<file path="src/rtl/usr_seq_if.sv">
// Command/data bus for usr_seq: the command handshake, the parallel load value
// and the status outputs (q, busy, done).
interface usr_seq_if #(
    parameter int WIDTH = 8,
    parameter int CNT_W = 4
);
    logic             cmd_valid;
    logic             cmd_ready;
    logic [2:0]       cmd_op;
    logic [CNT_W-1:0] cmd_count;
    logic [WIDTH-1:0] load_data;
    logic [WIDTH-1:0] q;
    logic             busy;
    logic             done;

    // The block itself.
    modport slave (
        input  cmd_valid, cmd_op, cmd_count, load_data,
        output cmd_ready, q, busy, done
    );

    // Whoever issues commands.
    modport master (
        output cmd_valid, cmd_op, cmd_count, load_data,
        input  cmd_ready, q, busy, done
    );
endinterface

</file>
<file path="src/rtl/usr_seq.sv">
// usr_seq: universal shift register with a command handshake and a counted
// shift/rotate sequencer. One accepted command performs a clear, a parallel
// load, a nop, or 0..2^CNT_W-1 single-bit shift/rotate steps (one per clock).
// Optional feature macro: USR_SEQ_ABORT_EN adds the abort input and the
// aborted output, which cut a running step sequence short.
module usr_seq #(
    parameter int WIDTH = 8,
    parameter int CNT_W = 4
) (
    input  logic       clk,
    input  logic       reset,
    usr_seq_if.slave   bus,
    input  logic       sin_l,
    input  logic       sin_r,
    output logic       sout_l,
    output logic       sout_r
`ifdef USR_SEQ_ABORT_EN
    ,
    input  logic       abort,
    output logic       aborted
`endif
);

    typedef enum logic [2:0] {
        OP_CLR  = 3'b000,
        OP_SRL  = 3'b001,
        OP_SLL  = 3'b010,
        OP_LOAD = 3'b011,
        OP_ROR  = 3'b100,
        OP_ROL  = 3'b101,
        OP_SRA  = 3'b110,
        OP_NOP  = 3'b111
    } op_e;

    typedef enum logic {
        S_IDLE,
        S_RUN
    } state_e;

    state_e           r_state, w_state_next;
    op_e              r_op, w_op_next;
    logic [CNT_W-1:0] r_rem, w_rem_next;
    logic [WIDTH-1:0] r_q, w_q_next;
    logic             r_done, w_done_next;
    op_e              w_cmd_op;
`ifdef USR_SEQ_ABORT_EN
    logic             r_aborted, w_aborted_next;
`endif

    // One single-bit step of the latched shift/rotate operation.
    function automatic logic [WIDTH-1:0] step(input op_e op, input logic [WIDTH-1:0] v,
                                              input logic sl, input logic sr);
        case (op)
            OP_SRL:  step = {sl, v[WIDTH-1:1]};
            OP_SLL:  step = {v[WIDTH-2:0], sr};
            OP_ROR:  step = {v[0], v[WIDTH-1:1]};
            OP_ROL:  step = {v[WIDTH-2:0], v[WIDTH-1]};
            OP_SRA:  step = {v[WIDTH-1], v[WIDTH-1:1]};
            default: step = v;
        endcase
    endfunction

    assign w_cmd_op      = op_e'(bus.cmd_op);
    assign bus.cmd_ready = (r_state == S_IDLE) & ~reset;
    assign bus.busy      = (r_state == S_RUN);
    assign bus.done      = r_done;
    assign bus.q         = r_q;
    assign sout_l        = r_q[WIDTH-1];
    assign sout_r        = r_q[0];
`ifdef USR_SEQ_ABORT_EN
    assign aborted       = r_aborted;
`endif

    // Next-state, next-register and done-pulse decode for the sequencer.
    always_comb begin
        // NOTE: every signal gets a default first so no path leaves one unassigned (no latches).
        w_state_next = r_state;
        w_op_next    = r_op;
        w_rem_next   = r_rem;
        w_q_next     = r_q;
        w_done_next  = 1'b0;
`ifdef USR_SEQ_ABORT_EN
        w_aborted_next = 1'b0;
`endif
        case (r_state)
            S_IDLE: begin
                if (bus.cmd_valid) begin
                    case (w_cmd_op)
                        OP_CLR: begin
                            w_q_next    = '0;
                            w_done_next = 1'b1;
                        end
                        OP_LOAD: begin
                            w_q_next    = bus.load_data;
                            w_done_next = 1'b1;
                        end
                        OP_NOP: w_done_next = 1'b1;
                        default: begin
                            // Zero-step shift completes immediately, like a nop.
                            if (bus.cmd_count == '0) begin
                                w_done_next = 1'b1;
                            end else begin
                                w_op_next    = w_cmd_op;
                                w_rem_next   = bus.cmd_count;
                                w_state_next = S_RUN;
                            end
                        end
                    endcase
                end
            end
            S_RUN: begin
`ifdef USR_SEQ_ABORT_EN
                if (abort) begin
                    w_rem_next     = '0;
                    w_state_next   = S_IDLE;
                    w_done_next    = 1'b1;
                    w_aborted_next = 1'b1;
                end else
`endif
                begin
                    w_q_next   = step(r_op, r_q, sin_l, sin_r);
                    w_rem_next = r_rem - CNT_W'(1);
                    if (r_rem == CNT_W'(1)) begin
                        w_state_next = S_IDLE;
                        w_done_next  = 1'b1;
                    end
                end
            end
            default: w_state_next = S_IDLE;
        endcase
    end

    // State and datapath registers; synchronous reset overrides any command.
    always_ff @(posedge clk) begin
        // NOTE: sequential state uses non-blocking assignments so all registers update together.
        if (reset) begin
            r_state <= S_IDLE;
            r_op    <= OP_NOP;
            r_rem   <= '0;
            r_q     <= '0;
            r_done  <= 1'b0;
`ifdef USR_SEQ_ABORT_EN
            r_aborted <= 1'b0;
`endif
        end else begin
            r_state <= w_state_next;
            r_op    <= w_op_next;
            r_rem   <= w_rem_next;
            r_q     <= w_q_next;
            r_done  <= w_done_next;
`ifdef USR_SEQ_ABORT_EN
            r_aborted <= w_aborted_next;
`endif
        end
    end

endmodule

</file>
<file path="src/flat_wrapper.sv">
// flat-port wrapper written by rule: the top's interface ports become plain ports
module usr_seq_flat 
#(
    parameter int WIDTH = 8,
    parameter int CNT_W = 4
)
  (clk, reset, sin_l, sin_r, sout_l, sout_r, bus_cmd_valid, bus_cmd_op, bus_cmd_count, bus_load_data, bus_cmd_ready, bus_q, bus_busy, bus_done);
  usr_seq_if #(.WIDTH(WIDTH), .CNT_W(CNT_W)) bus_i ();
  input  logic clk;
  input  logic reset;
  input  logic sin_l;
  input  logic sin_r;
  output logic sout_l;
  output logic sout_r;
  input wire logic [$bits(bus_i.cmd_valid)-1:0] bus_cmd_valid;
  input wire logic [$bits(bus_i.cmd_op)-1:0] bus_cmd_op;
  input wire logic [$bits(bus_i.cmd_count)-1:0] bus_cmd_count;
  input wire logic [$bits(bus_i.load_data)-1:0] bus_load_data;
  output wire logic [$bits(bus_i.cmd_ready)-1:0] bus_cmd_ready;
  output wire logic [$bits(bus_i.q)-1:0] bus_q;
  output wire logic [$bits(bus_i.busy)-1:0] bus_busy;
  output wire logic [$bits(bus_i.done)-1:0] bus_done;
  assign bus_i.cmd_valid = bus_cmd_valid;
  assign bus_i.cmd_op = bus_cmd_op;
  assign bus_i.cmd_count = bus_cmd_count;
  assign bus_i.load_data = bus_load_data;
  assign bus_cmd_ready = bus_i.cmd_ready;
  assign bus_q = bus_i.q;
  assign bus_busy = bus_i.busy;
  assign bus_done = bus_i.done;
  usr_seq #(.WIDTH(WIDTH), .CNT_W(CNT_W)) u_core (.clk(clk), .reset(reset), .bus(bus_i), .sin_l(sin_l), .sin_r(sin_r), .sout_l(sout_l), .sout_r(sout_r));
endmodule
</file>
<file path="config.mk">
export PLATFORM = sky130hd
export DESIGN_NAME = usr_seq_flat
export DESIGN_NICKNAME = d
export VERILOG_FILES = /design/src/rtl/usr_seq_if.sv /design/src/rtl/usr_seq.sv /design/src/flat_wrapper.sv
export SDC_FILE = /design/constraint.sdc
export NUM_CORES = 1
export LEC_CHECK = 0
export ABC_CLOCK_PERIOD_IN_PS = 2300
export CORE_UTILIZATION = 47
export DETAILED_ROUTE_END_ITERATION = 16
export PLACE_DENSITY = 0.8
export SLEW_MARGIN = 40
export SYNTH_ARGS = -nofsm -noshare
export SYNTH_HDL_FRONTEND = slang
export SYNTH_SLANG_ARGS = --single-unit
</file>
<file path="constraint.sdc">
create_clock -name clk -period 2.3 [get_ports clk]
set_clock_uncertainty 0.05 [all_clocks]
set_input_delay 0.23 -clock clk [delete_from_list [all_inputs] [get_ports clk]]
set_output_delay 0.23 -clock clk [all_outputs]
set_load 0.005 [all_outputs]
</file>
* Word level (Yosys, flattened, before mapping)
Cells that the tools add are included.
** Word-level totals
- Register bits after elaboration :: 17
- Latch bits :: 0
- Memory bits (writable) :: 0
- Bits in read-only memories :: 0
- Output and inout bits :: 13
- Logic and storage cells :: 52
- Memories :: 0
** Cells by class
- $add $sub $neg :: 1
- Multipliers :: 0
- Divide/modulo/power cells :: 0
- Order comparisons :: 0
- Eq/ne operators :: 15
- Shift operators :: 0
- Mux-type cells :: 18
- Bitwise logic cells :: 5
- Reductions and logical operators :: 7
** Operators by type and width (number)
- 8-bit one-hot mux with 5 select lines :: 1
- 8-bit one-hot mux with 2 select lines :: 2
- 3-bit equality test, second input constant :: 4
- 4-bit two-way mux :: 3
- 1-bit two-way mux :: 8
- 8-bit two-way mux :: 1
- 2-bit inequality test, second input constant :: 4
- 4-bit one-hot mux with 2 select lines :: 1
- 4-bit AND reduction :: 2
- 3-bit by 2-bit equality test with 1-bit output, second input constant :: 2
- 6-bit inequality test, second input constant :: 1
- 3-bit AND reduction :: 2
- 5-bit inequality test, second input constant :: 1
- 4-bit by 1-bit equality test with 1-bit output, second input constant :: 1
- 4-bit logical NOT :: 1
- 1-bit NOT :: 4
- 1-bit one-hot mux with 2 select lines :: 2
- 4-bit by 1-bit subtractor with 4-bit output, second input constant :: 1
- 3-bit by 1-bit equality test with 1-bit output, second input constant :: 1
- 3-bit logical NOT :: 1
- 3-bit inequality test, second input constant :: 1
- 3-bit OR reduction :: 1
- 1-bit bitwise AND :: 1

* Longest topological paths before layout
- Depth in word-level cells :: 5
- Gate-level depth with buffers :: 6

* Least setup slack after synthesis
Ideal clock, no wire load.
- Path kind :: reg-to-reg
- Start :: register u_core.r_op[0]
- End :: register u_core.r_q[5], in the netlist u_core.bus.q[5]
- Setup time :: 132 ps
- Arrival time :: 1562 ps
- Required time :: 2118 ps
- Setup slack :: 556 ps
- Stages on the path, launching flop included :: 7
- Buffers on the path :: 1
- Clock period less this slack :: 1744 ps
- Path through :: dfxtp_1 -> buf_6 -> or3b_1 -> o21ai_2 -> mux2_4 -> a221oi_2 -> nor3_2
** Between the ends
- Word-level cells in the longest chain between the ends :: 3
- Elaborated cells on any way between the ends :: 9
** Ends and longest elaborated chain
- from (decl) :: line usr_seq.sv:41 : op_e r_op, w_op_next;
- from (signal assigned) :: line usr_seq.sv:147 : r_op <= w_op_next;
- 3-bit equality test (tied with other cells) :: line usr_seq.sv:53 : case (op)
- 8-bit one-hot mux with 5 select lines / 6-bit inequality test (equally long branches)
- 8-bit one-hot mux with 2 select lines / 3-bit AND reduction (equally long branches)
- to (signal assigned) :: line usr_seq.sv:149 : r_q <= w_q_next;
- to (decl) :: line usr_seq.sv:43 : logic [WIDTH-1:0] r_q, w_q_next;
Several ways; a longest one is shown, not always the timed one.
A chain may end at the register's enable or synchronous reset.

* Final worst setup path
- Start :: register u_core.r_op[0]
- End :: register u_core.r_q[6], in the netlist u_core.bus.q[6]
Same word-level chain as after synthesis.

==> summary.txt <==
Power
  • LEAKAGE: 0.586 nW
  • Seq pwr share: 45.4%
  • Worst vdd ir: ~0.35 mV
  • Power Density: 518 nW/um2
  • Net Switching: 0.261 mW
  • Internal power: 0.525 mW
  • Final Power: 0.786 mW
  • Combinational Power Share: 33.2%
  • Clock power frac: 21.4%
  • Switching share of power: 33.2%

Critical path
  • Critical path launch point type: flop
  • FF-to-FF setup slack: 0.36 ns
  • Crit path from: u_core.r_op[0]
  • R2r startpoint: u_core.r_op[0]
  • CP top delay family: compound AO/OA/AOI/OAI gates
  • Data arrival time of the worst path: about 2.1 ns
  • Crit Path Max Fanout: 10
  • End point of the critical path: u_core.bus.q[6]
  • CP Capture Type: flop
  • CP cell instances: nand2_1 -> o21ai_2 -> mux2_1 -> a221oi_2 -> nor3_2
  • R2r endpoint: u_core.bus.q[6]
  • Crit path kind: reg -> reg
  • Critical Path Max Stage Delay: about 0.54 ns
  • CP bufs+invs: 0
  • Crit path max-delay cell type: dfxtp_1
  • Crit path required time: around 2.4 ns
  • Worst r2r path cells: 5
  • Crit path depth: 5

Place
  • Pre-CTS setup slack: about 0.3 ns
  • Placed Cells: 184
  • Placed inst area: 1490 um2
  • Final GP Congestion: 0.774
  • Port bufs: 32
  • DPL Wire Length: 2040 um

Timing
  • Final hold vios: 0
  • Worst-margin pin slew: roughly 0.42 ns
  • Final setup vio count: 0
  • Final Max Slew Viols: 0
  • Min Tclk post-route: ~1.9 ns
  • PnR worst setup slack: 0.363 ns
  • Fin Setup TNS: 0 ns
  • Final Cycle Share: 84.2%
  • Rel. slew slack: a little under three quarters
  • FMAX: 516 MHz
  • Hold_ws: ~0.49 ns
  • RSZ-0062 raised after global routing: no

Detailed routing
  • Post-DR wirelength/cell: 14.8 um
  • Vias per inst: 5.91
  • Iteration-0 DRC Markers: 22
  • Final WL: 2790 um
  • Via Count: 1111
  • Drt pass-1 iters: 4
  • DRC errors left: 0
  • Final antenna-violating net count: 0

Yosys
  • Number of synthesis warnings: 0
  • Cells after Synth: 130
  • Synthesized Nets: 152
  • Seq/Total Area, Yosys: 29.2%
  • Cell area after synthesis: 1170 um2
  • Number of enable flip-flop cells after synthesis: 0
  • Top FF cell, synth: dfxtp_1
  • Avg Inst Size Synth: between 8 and 9 um2
  • Post-synthesis cell type count: 37
  • Async S/R FF share, synth: 0%
  • #FFs+latches synth: 17

Global routing
  • GRT Overall Usage: 22.5%
  • Number of global-route vias before repair: roughly 1000
  • First-pass GRT wire length: 4500 um
  • Total congestion overflow: 0
  • Initial antenna violation count: 0
  • Largest net degree at the start of global routing: 21

Floorplan
  • Starting density of the core: 51.2%
  • Die Y: 51.8 um
  • DIE AREA: 2680 um2
  • Row cnt: 17
  • Chip width: just over 50 um
  • Io pins: 33
  • CORE AREA: 2280 um2

Cells and area
  • Nets: 183
  • # fillers: a little over 200
  • Synthesis-to-layout area growth: 30.0%
  • Register Area: approximately 340 um2
  • Post-route non-filler standard cell count: 188
  • Area of the multi-input gates: approximately 730 um2
  • Antenna cell count: 0
  • Fin util: between 60% and 70%
  • Fin area: 1520 um2
  • Share of layout cells above drive strength 1: 17.5%

Clocking
  • H-tree depth: 1
  • CTS sink count: 17
  • CTS Buffer Depth: 2
  • Num CTS Buffers: 3
  • Post CTS Setup Buffer Count: 0
  • CTS tree: built
  • Post-CTS Resized: 0
  • Worst-path clk slew: roughly 0.11 ns
  • Worst-Skew Late Latency: 0.29 ns
  • Hold-fix buffers, CTS: 0
  • CTS root buf: clkbuf_4

Flow run
  • Max-cap violations: 0

Run status
  • Status: completed

Hold path
  • Worst hold path type: reg -> reg
==> how the worst min path moves through the flow <==
| stage | end | start | depth (start not counted) |
|---|---|---|---|
| global placement | u_core.r_rem[2] | u_core.r_rem[2] | 2 |
| CTS | u_core.r_rem[2] | u_core.r_rem[2] | 2 |
| global route | u_core.r_rem[2] | u_core.r_rem[2] | 2 |
| finish | u_core.r_rem[2] | u_core.r_rem[2] | 2 |
| floorplan | u_core.r_rem[3] | bus_cmd_count[3] | 2 |
| detailed placement | u_core.r_rem[2] | u_core.r_rem[2] | 2 |
==> placed cells by master, fill, tap and decap left out <==
cell type | Yosys | final
a211oi_1 | 4 | 4
clkdlybuf4s50_1 | 0 | 32
buf_4 | 2 | 5
mux2_4 | 1 | 1
nand2_1 | 4 | 4
a222oi_1 | 2 | 2
and3_1 | 1 | 1
or3b_1 | 1 | 1
a32oi_1 | 1 | 1
ha_1 | 2 | 2
nor4b_4 | 1 | 1
a31o_4 | 1 | 1
nor3_2 | 6 | 6
mux2_1 | 5 | 5
o21ai_2 | 1 | 1
o31ai_1 | 1 | 1
a31oi_4 | 1 | 1
nor2b_1 | 2 | 2
o41ai_1 | 2 | 2
a31oi_1 | 3 | 3
a211o_1 | 1 | 1
nor2_1 | 17 | 17
or3_4 | 1 | 1
a21oi_1 | 8 | 8
nor3_1 | 9 | 9
nand2b_1 | 1 | 1
clkbuf_4 | 0 | 3
a221oi_1 | 1 | 1
dfxtp_1 | 17 | 17
nor4bb_2 | 0 | 1
a221oi_2 | 6 | 6
clkinv_2 | 0 | 1
xor2_1 | 2 | 2
inv_1 | 7 | 7
o21ai_0 | 7 | 7
o22ai_1 | 1 | 1
nand3b_1 | 1 | 1
==> final cells by class <==
class / count / share of cell area [%]
Clock inverter: 1 / 0.330
Multi-Input combinational cell: 95 / 48.1
Clock buffer: 3 / 1.49
Timing Repair Buffer: 37 / 23.6
Sequential cell: 17 / 22.4
Tap cell: 28 / 2.31
Inverter: 7 / 1.73
==> cell families (layout without fill, tap and decap cells) <==
family          Yosys count  after routing  share of synthesized area, %
flops                    17             17                          29.2
compound gates           40             40                          29.1
fa+ha+maj                 2              2                          2.15
mux                       6              6                          6.12
simple gates             45             45                          23.2
xor+xnor                  2              2                          1.50
buf+inv                  18             48                          8.80
==> power groups by stage <==
stage          logic, mW  registers (mW)  clock network, mW
3_3_place_gp       0.253           0.361                  0
4_1_cts            0.262           0.356              0.175
5_1_grt            0.288           0.362              0.187
6_report           0.261           0.356              0.168
2_1_floorplan      0.166           0.352                  0
3_5_place_dp       0.261           0.363                  0
==> cells in the mapped netlist, types with 2 or more instances <==
master	instances	area, um2
a211oi_1	4	30.0
a21oi_1	8	40.0
a221oi_2	6	90.1
a222oi_1	2	20.0
a31oi_1	3	18.8
buf_2	4	20.0
buf_4	2	15.0
buf_6	3	33.8
clkbuf_1	2	7.51
dfxtp_1	17	340
ha_1	2	25.0
inv_1	7	26.3
mux2_1	5	56.3
nand2_1	4	15.0
nor2_1	17	63.8
nor2b_1	2	12.5
nor3_1	9	45.0
nor3_2	6	60.1
o21ai_0	7	35.0
o41ai_1	2	17.5
xor2_1	2	17.5
==> registers in the layout, summed over array words and instances, names as in the netlist <==
register         count
u_core.bus.busy      1
u_core.bus.done      1
u_core.bus.q         8
u_core.r_op          3
u_core.r_rem         4
==> layer usage <==
layer / track usage [%] / share of wire [%]
met5: 0 / 0
met4: 6.76 / 0.79
met3: 3.80 / 5.4
met2: 40.9 / 49
met1: 26.7 / 45
==> tightest hold or removal path, delay by kind of cell, from the launching register on <==
| kind | cells | cell delay, ns |
|---|---|---|
| compound gates | 2 | 0.15 |
| flops | 1 | 0.35 |
No activity file was read; power rests on OpenSTA's default activity.
